### config.mk
export PLATFORM = sky130hd
export DESIGN_NAME = mse_cost
export DESIGN_NICKNAME = d
export VERILOG_FILES = /design/src/rtl/mse_cost.sv
export SDC_FILE = /design/constraint.sdc
export NUM_CORES = 1
export LEC_CHECK = 0
export ABC_AREA = 1
export CORE_MARGIN = 5
export CORE_UTILIZATION = 60
export CTS_CLUSTER_SIZE = 40
export DETAILED_ROUTE_END_ITERATION = 10
export PLACE_DENSITY = 0.82
export SETUP_SLACK_MARGIN = 0.3
export SYNTH_ARGS = -nofsm -noshare
export SYNTH_HDL_FRONTEND = slang
export SYNTH_SLANG_ARGS = --single-unit
### constraint.sdc
create_clock -name clk -period 11.8 [get_ports clk]
set_clock_uncertainty 0.2 [all_clocks]
set_input_delay 2.36 -clock clk [delete_from_list [all_inputs] [get_ports clk]]
set_output_delay 2.36 -clock clk [all_outputs]
set_load 0.05 [all_outputs]
### src/rtl/mse_cost.sv
// Squared-error cost over one vector pair, one element per clock through a shared squarer.
// Optional saturation of the square and the accumulator: define COST_SATURATE_EN.
module mse_cost #(
  parameter int size      = 3,
  parameter int data_size = 16
) (
  input  logic                        clk,
  input  logic                        rst_n,
  input  logic                        in_valid,
  output logic                        in_ready,
  input  logic [size*data_size-1:0]   predict_value,
  input  logic [size*data_size-1:0]   z,
  output logic                        cost_valid,
  input  logic                        cost_ready,
  output logic [data_size-1:0]        cost,
  output logic                        overflow,
  output logic [1:0]                  state_dbg
);

  // Handshakes: a transfer happens on a rising edge where valid && ready are both high.
  // The vector pair transfers only in IDLE; the cost transfers only in DONE, and the
  // producer side holds valid/data stable until the transfer.

  localparam int F  = data_size / 2;
  localparam int IW = (size > 1) ? $clog2(size) : 1;

  typedef enum logic [1:0] {
    IDLE = 2'd0,
    RUN  = 2'd1,
    DONE = 2'd2
  } state_t;

  state_t state, state_next;

  logic [size*data_size-1:0]    p_q, z_q;
  logic [IW-1:0]                idx;
  logic [data_size-1:0]         acc, acc_next;
  logic                         ovf, ovf_step;
  logic signed [data_size-1:0]  p_el, z_el, d;
  logic signed [2*data_size-1:0] prd;
  logic [data_size-1:0]         sq;
  logic [data_size-1:0]         sum;
  logic                         last;

  assign p_el = p_q[int'(idx)*data_size +: data_size];
  assign z_el = z_q[int'(idx)*data_size +: data_size];
  assign last = (idx == IW'(size - 1));

  // Datapath for the element currently indexed by idx.
  always_comb begin
    d        = p_el - z_el;
    prd      = d * d;
    sq       = prd[data_size+F-1:F];
    sum      = acc + sq;
    acc_next = sum;
    ovf_step = 1'b0;
`ifdef COST_SATURATE_EN
    // prd is never negative, so any set bit at or above 2^(data_size-1+F) means too large.
    if (prd[2*data_size-1:data_size-1+F] != '0) begin
      sq       = {1'b0, {(data_size-1){1'b1}}};
      ovf_step = 1'b1;
    end
    sum      = acc + sq;
    acc_next = sum;
    // Both operands are non-negative and below 2^(data_size-1), so the sign bit flags overflow.
    if (sum[data_size-1]) begin
      acc_next = {1'b0, {(data_size-1){1'b1}}};
      ovf_step = 1'b1;
    end
`endif
  end

  always_comb begin
    state_next = state;
    case (state)
      IDLE:    if (in_valid) state_next = RUN;
      RUN:     if (last) state_next = DONE;
      DONE:    if (cost_ready) state_next = IDLE;
      default: state_next = IDLE;
    endcase
  end

  always_ff @(posedge clk or negedge rst_n) begin
    if (!rst_n) begin
      state <= IDLE;
      p_q   <= '0;
      z_q   <= '0;
      idx   <= '0;
      acc   <= '0;
      ovf   <= 1'b0;
    end else begin
      state <= state_next;
      case (state)
        IDLE: if (in_valid) begin
          p_q <= predict_value;
          z_q <= z;
          idx <= '0;
          acc <= '0;
          ovf <= 1'b0;
        end
        RUN: begin
          acc <= acc_next;
          ovf <= ovf | ovf_step;
          idx <= last ? '0 : idx + IW'(1);
        end
        default: ;
      endcase
    end
  end

  assign in_ready   = (state == IDLE);
  assign cost_valid = (state == DONE);
  assign cost       = acc;
  assign overflow   = ovf;
  assign state_dbg  = state;

endmodule

==> results by group, run 1 <==
Timing
  – Slew headroom: 22.3%
  – RSZ-0062 raised after global routing: false
  – Tcrit/Tclk final: roughly nine tenths
  – Post-route minimum period: 10.50 ns
  – Fin. max-slew vios: 0
  – Final setup TNS: 0 ns
  – Peak Freq: around 0.095 GHz
  – Number of failing hold endpoints at the final stage: 0
  – Final setup violation count: 0
  – Worst slew pin tran: roughly 1.2 ns

Final layout
  – Area Growth Syn to Fin: 15.5%
  – Area of the multi-input gates: ~8600 µm²
  – Filler instances: 1644
  – Most common cell after layout, fill and taps aside: nand2_1
  – Most frequent cells in the layout: 488 x nand2_1, 333 x inv_1, 165 x fa_1, 118 x clkdlybuf4s50_1, 116 x dfrtp_1
  – Inserted Diodes: 0
  – Reg area: slightly below 3000 µm²
  – Fin nets: between 2000 and 2500
  – Layout cells sized above 1: ~4.5%

Die
  – IO Count: between 100 and 150
  – Die ar.: ~25000 µm²
  – Die X-Extent: 157 µm
  – Core ar.: roughly 21000 µm²
  – Row cnt: 53
  – Height of the die: 157 µm
  – Starting Density: about three fifths

Logic synthesis
  – Distinct cell type count after synthesis: 47
  – Sequential area share after synthesis: approximately 22%
  – Share of synthesized registers carrying an async set or reset: 100%
  – Avg Cell Area, Syn: slightly below 8 µm²
  – Number of synthesized flops with an enable pin: 0
  – Main synth FF type: dfrtp_1
  – Post-Syn Nets: 1999
  – Synthesized cell area: between 10000 and 15000 µm²
  – YS warnings: 0
  – FF+latch count, synth: approximately 120
  – Cells after Synth: ~1600

Routing
  – Vias post-DR: roughly 11000
  – First-pass iteration count of the detailed router: 5
  – Routed Antenna Nets: 0
  – Final WL: 32.6 mm
  – Drt wl/cell: approximately 16 µm
  – Remaining routing DRC violations: 0
  – Post-DR vias/cell: around 5.3
  – Initial DRC Count: just under 1000

Global route
  – GR Overflow Total: 0
  – Largest net degree at the start of global routing: around 100
  – Initial antenna violation count: 0
  – Vias in the first global route: roughly 11000
  – First-pass GRT wire length: between 50 and 60 mm
  – Total GRT Usage: 27.7%

Outcome
  – Status: complete, no violations

Setup path
  – Number of buffer and inverter stages on the critical path: 11
  – Setup CP Type: reg -> reg
  – Crit path launch: idx[1]$_DFFE_PN0P_
  – Worst-path maximum fanout: 32
  – Delay-heaviest family, CP: adder cells
  – Most common cell on crit path: inv_1
  – CP required: 11.93 ns
  – Worst path slowest cell: fa_1
  – Flop-to-flop setup slack: approximately 1.3 ns
  – Slowest stage delay, CP: roughly 0.6 ns
  – Critical Path AT: ~11 ns
  – Worst r2r src: idx[1]$_DFFE_PN0P_
  – Crit path capture type: register
  – Setup crit start kind: register

CTS
  – CTS sink cnt: about 120
  – Total CTS buffers: 17
  – Clk_lat worst skew: around 0.43 ns
  – Worst-path clk slew: about 0.07 ns
  – CTS tree: yes
  – # hold bufs at CTS: 0
  – Number of H-tree levels: 4
  – CTS Buffer Depth: 2
  – Root Driver: clkbuf_16

Placement
  – DP HPWL: ~26 mm
  – IO buf count: ~120
  – Gpl congestion: about 0.95

Hold path
  – Hold Crit Class: reg -> reg
  – Hold Path Origin: p_q[11]$_DFFE_PN0P_

Job
  – Max-cap violations: 0
metrics by stage:
step                cells  setup slack [ns]  utilization, %  instance area, µm²  hold WS, ns
floorplan            1632              2.60               -               12900        0.249
global placement     1988              1.75            67.8               14300        0.262
detailed placement   1988              1.30            67.8               14300        0.265
CTS                  2020              1.27            70.6               14900        0.282
global route         2020             0.469            70.7               14900        0.297
finish               2020              1.30            70.7               14900        0.282
cell usage after synthesis, types with 7 or more instances:
cell type / count / share of area, %
a221oi_1: 7 / 0.48
nand2_1: 489 / 14
dfrtp_1: 116 / 22
xnor2_1: 13 / 0.88
fa_1: 165 / 26
nand3_1: 47 / 1.8
clkbuf_1: 38 / 1.1
nand2_2: 8 / 0.39
inv_1: 335 / 9.7
nor2_1: 116 / 3.4
ha_1: 102 / 9.9
o21bai_1: 7 / 0.41
o21ai_0: 29 / 1.1
xor2_1: 26 / 1.8
a22o_1: 10 / 0.68
a21oi_1: 53 / 2.1
sequential cells by signal, summed over array words and instances, names as in the netlist:
register / count
state_dbg: 2
idx: 2
p_q: 48
z_q: 48
cost: 16
area by class of cell:
class / instances / share of cell area [%]
multi-input combinational: 1131 / 57.4
sequential: 116 / 19.5
inverter: 342 / 8.64
timing repair buffer: 124 / 8.23
clock buffer: 17 / 2.85
tap: 275 / 2.31
clock inverter: 15 / 1.06
path summary, 6_finish.rpt:
kind / end / cells past startpoint
worst max-delay path: cost[15]$_DFFE_PN0P_ / 46
worst min-delay path: p_q[11]$_DFFE_PN0P_ / 2
worst max register to register: cost[15]$_DFFE_PN0P_ / 46
worst min register to register: p_q[11]$_DFFE_PN0P_ / 2
max in group asynchronous: p_q[28]$_DFFE_PN0P_ / 2
min in group asynchronous: z_q[26]$_DFFE_PN0P_ / 1
kinds of logic after synthesis:
kind of cell / share of synthesized area (%)
xor gates and xnor gates: 2.65
other: 0.0291
and+or+nand+nor: 21.3
AOI/OAI and AO/OA: 6.74
adders and majority gates: 35.5
DFF: 22.5
buffers and inverters: 11.3
routing by layer:
metal | vias up | track usage, % | part of all wire [%]
met5 | - | 0 | 0
met4 | 0 | 10.3 | 3.7
met3 | 77 | 4.98 | 6.4
met2 | 411 | 48.4 | 50
met1 | 5147 | 34.3 | 40
li1 | 5110 | - | -
timing repair:
item / CTS / global route
hold endpoints to repair: 0 / 0
setup buffers: 0 / 0
endpoints found under the setup margin: 0 / 1
gates resized for setup: 0 / 2
worst register-to-register path, delay by kind of cell, from the launching register on:
family	cells	cell delay, ns
buf+inv	11	1.42
compound gates	10	1.89
simple gates	13	1.46
flops	1	0.38
fa+ha+maj	10	4.39
xor+xnor	2	0.65
Power of run 1 is left out: the tool's default activity adds up to more than one toggle a clock period on the data nets, which glitch-free logic cannot reach.
==> inputs of run 2 (changes only) <==
Settings changed: PLACE_DENSITY 0.82 to 0.83.
==> results by group, run 2 (synthesis gave the netlist of run 1 again) <==
CTS
  – Total CTS buffers: 17
  – Clk_lat worst skew: approximately 0.43 ns
  – # hold bufs at CTS: 0
  – Root Driver: clkbuf_16
  – CTS Buffer Depth: 2
  – Post-CTS Setup Bufs: 0
  – CTS sink cnt: approximately 120
  – Number of H-tree levels: 4
  – Worst-path clk slew: ~0.060 ns
  – CTS tree: yes
  – Post-CTS Resized: 0

Setup path
  – Setup CP Type: reg -> reg
  – End of the critical path: cost[15]$_DFFE_PN0P_
  – Worst-path maximum fanout: 32
  – Most common cell on crit path: nand2_1
  – Setup crit start kind: register
  – CP required: between 10 and 15 ns
  – Critical Path AT: around 11 ns
  – R2r worst-path depth: 50
  – Crit path launch: idx[0]$_DFFE_PN0P_
  – Worst path slowest cell: inv_1
  – Worst r2r src: idx[0]$_DFFE_PN0P_
  – Slowest stage delay, CP: between 0.7 and 0.8 ns
  – Reg2reg end: cost[15]$_DFFE_PN0P_
  – Flop-to-flop setup slack: 1.25 ns
  – Crit path capture type: register

Global route
  – Largest net degree at the start of global routing: slightly above 100
  – Total GRT Usage: approximately 28%
  – GR Overflow Total: 0
  – First-pass GRT wire length: ~56 mm
  – Vias in the first global route: ~11000
  – Initial antenna violation count: 0

Final layout
  – Post-route design area: between 10000 and 15000 µm²
  – Area Growth Syn to Fin: 15.7%
  – Most frequent cells in the layout: 488 x nand2_1, 334 x inv_1, 165 x fa_1, 118 x clkdlybuf4s50_1, 116 x dfrtp_1
  – Reg area: approximately 2900 µm²
  – Inserted Diodes: 0
  – Area of the multi-input gates: roughly 8600 µm²
  – Fin nets: between 2000 and 2500
  – Most common cell after layout, fill and taps aside: nand2_1
  – Filler instances: 1631
  – Layout cells sized above 1: about 4.5%

Timing
  – Final setup margin: roughly 1.2 ns
  – Post-route minimum period: about 11 ns
  – Fin. max-slew vios: 0
  – Final setup TNS: 0 ns
  – Worst slew pin tran: about 1.1 ns
  – RSZ-0062 raised after global routing: false
  – Slew headroom: roughly a quarter
  – Peak Freq: 0.0948 GHz
  – Final setup violation count: 0
  – Tcrit/Tclk final: approximately nine tenths
  – Number of failing hold endpoints at the final stage: 0

Routing
  – First-pass iteration count of the detailed router: 6
  – Vias post-DR: 10800
  – Final WL: around 33 mm
  – Remaining routing DRC violations: 0
  – Routed Antenna Nets: 0
  – Drt wl/cell: approximately 16 µm
  – Post-DR vias/cell: roughly 5.3
  – Initial DRC Count: around 890

Die
  – Row cnt: 53
  – Die ar.: roughly 25000 µm²
  – Height of the die: roughly 160 µm
  – Starting Density: approximately three fifths
  – Die X-Extent: between 150 and 200 µm
  – IO Count: between 100 and 150
  – Core ar.: roughly 21000 µm²

Placement
  – IO buf count: around 120
  – DP HPWL: around 26 mm
  – Gpl congestion: approximately 0.94
  – Placed instance area: 14300 µm²
  – Post-Place Setup Slack: 1.37 ns

Outcome
  – Status: complete, no violations

Hold path
  – Hold Crit Class: reg -> reg

Job
  – Max-cap violations: 0
## run 2: changes by cell type in the layout (fill, tap and decap cells not counted), sizes merged
cell    delta
bufinv     +3
clkinv     -1
inv        -2
buf        +1
## run 2: how the worst min path moves through the flow
stage	from	end	cells after the start
2_1_floorplan	p_q[16]$_DFFE_PN0P_	p_q[16]$_DFFE_PN0P_	2
3_3_place_gp	p_q[37]$_DFFE_PN0P_	p_q[37]$_DFFE_PN0P_	2
3_5_place_dp	p_q[8]$_DFFE_PN0P_	p_q[8]$_DFFE_PN0P_	2
4_1_cts	p_q[27]$_DFFE_PN0P_	p_q[27]$_DFFE_PN0P_	2
5_1_grt	z_q[43]$_DFFE_PN0P_	z_q[43]$_DFFE_PN0P_	2
6_report	p_q[27]$_DFFE_PN0P_	p_q[27]$_DFFE_PN0P_	2
## run 2: cell type report
type / instances / area share, %
multi-input combinational: 1131 / 57.3
sequential: 116 / 19.4
inverter: 342 / 8.60
timing repair buffer: 125 / 8.26
clock buffer: 17 / 2.85
tap: 275 / 2.30
clock inverter: 15 / 1.30
## run 2: through the flow
step	utilization [%]	hold WS, ns	std cells
3_3_place_gp	67.9	0.264	1989
2_1_floorplan	-	0.249	1632
4_1_cts	70.8	0.283	2021
3_5_place_dp	67.9	0.266	1989
6_report	70.8	0.280	2021
5_1_grt	70.8	0.295	2021
## run 2: per-layer routing
metal | track usage, % | routed length [µm] | vias to the layer above
met2 | 49.2 | 16500 | 402
li1 | - | - | 5114
met1 | 35.9 | 13100 | 5179
met3 | 5.31 | 2120 | 89
met4 | 10.0 | 1090 | 0
met5 | 0 | 0 | -
## run 2: worst max-delay path: cells and delay by family (launching register included)
family          cells  cell delay (ns)
fa+ha+maj          10             4.17
simple gates       18             1.99
buf+inv            11             1.61
compound gates      9             1.41
xor+xnor            2             0.67
flops               1             0.35
Power of run 2 is left out for the same reason.
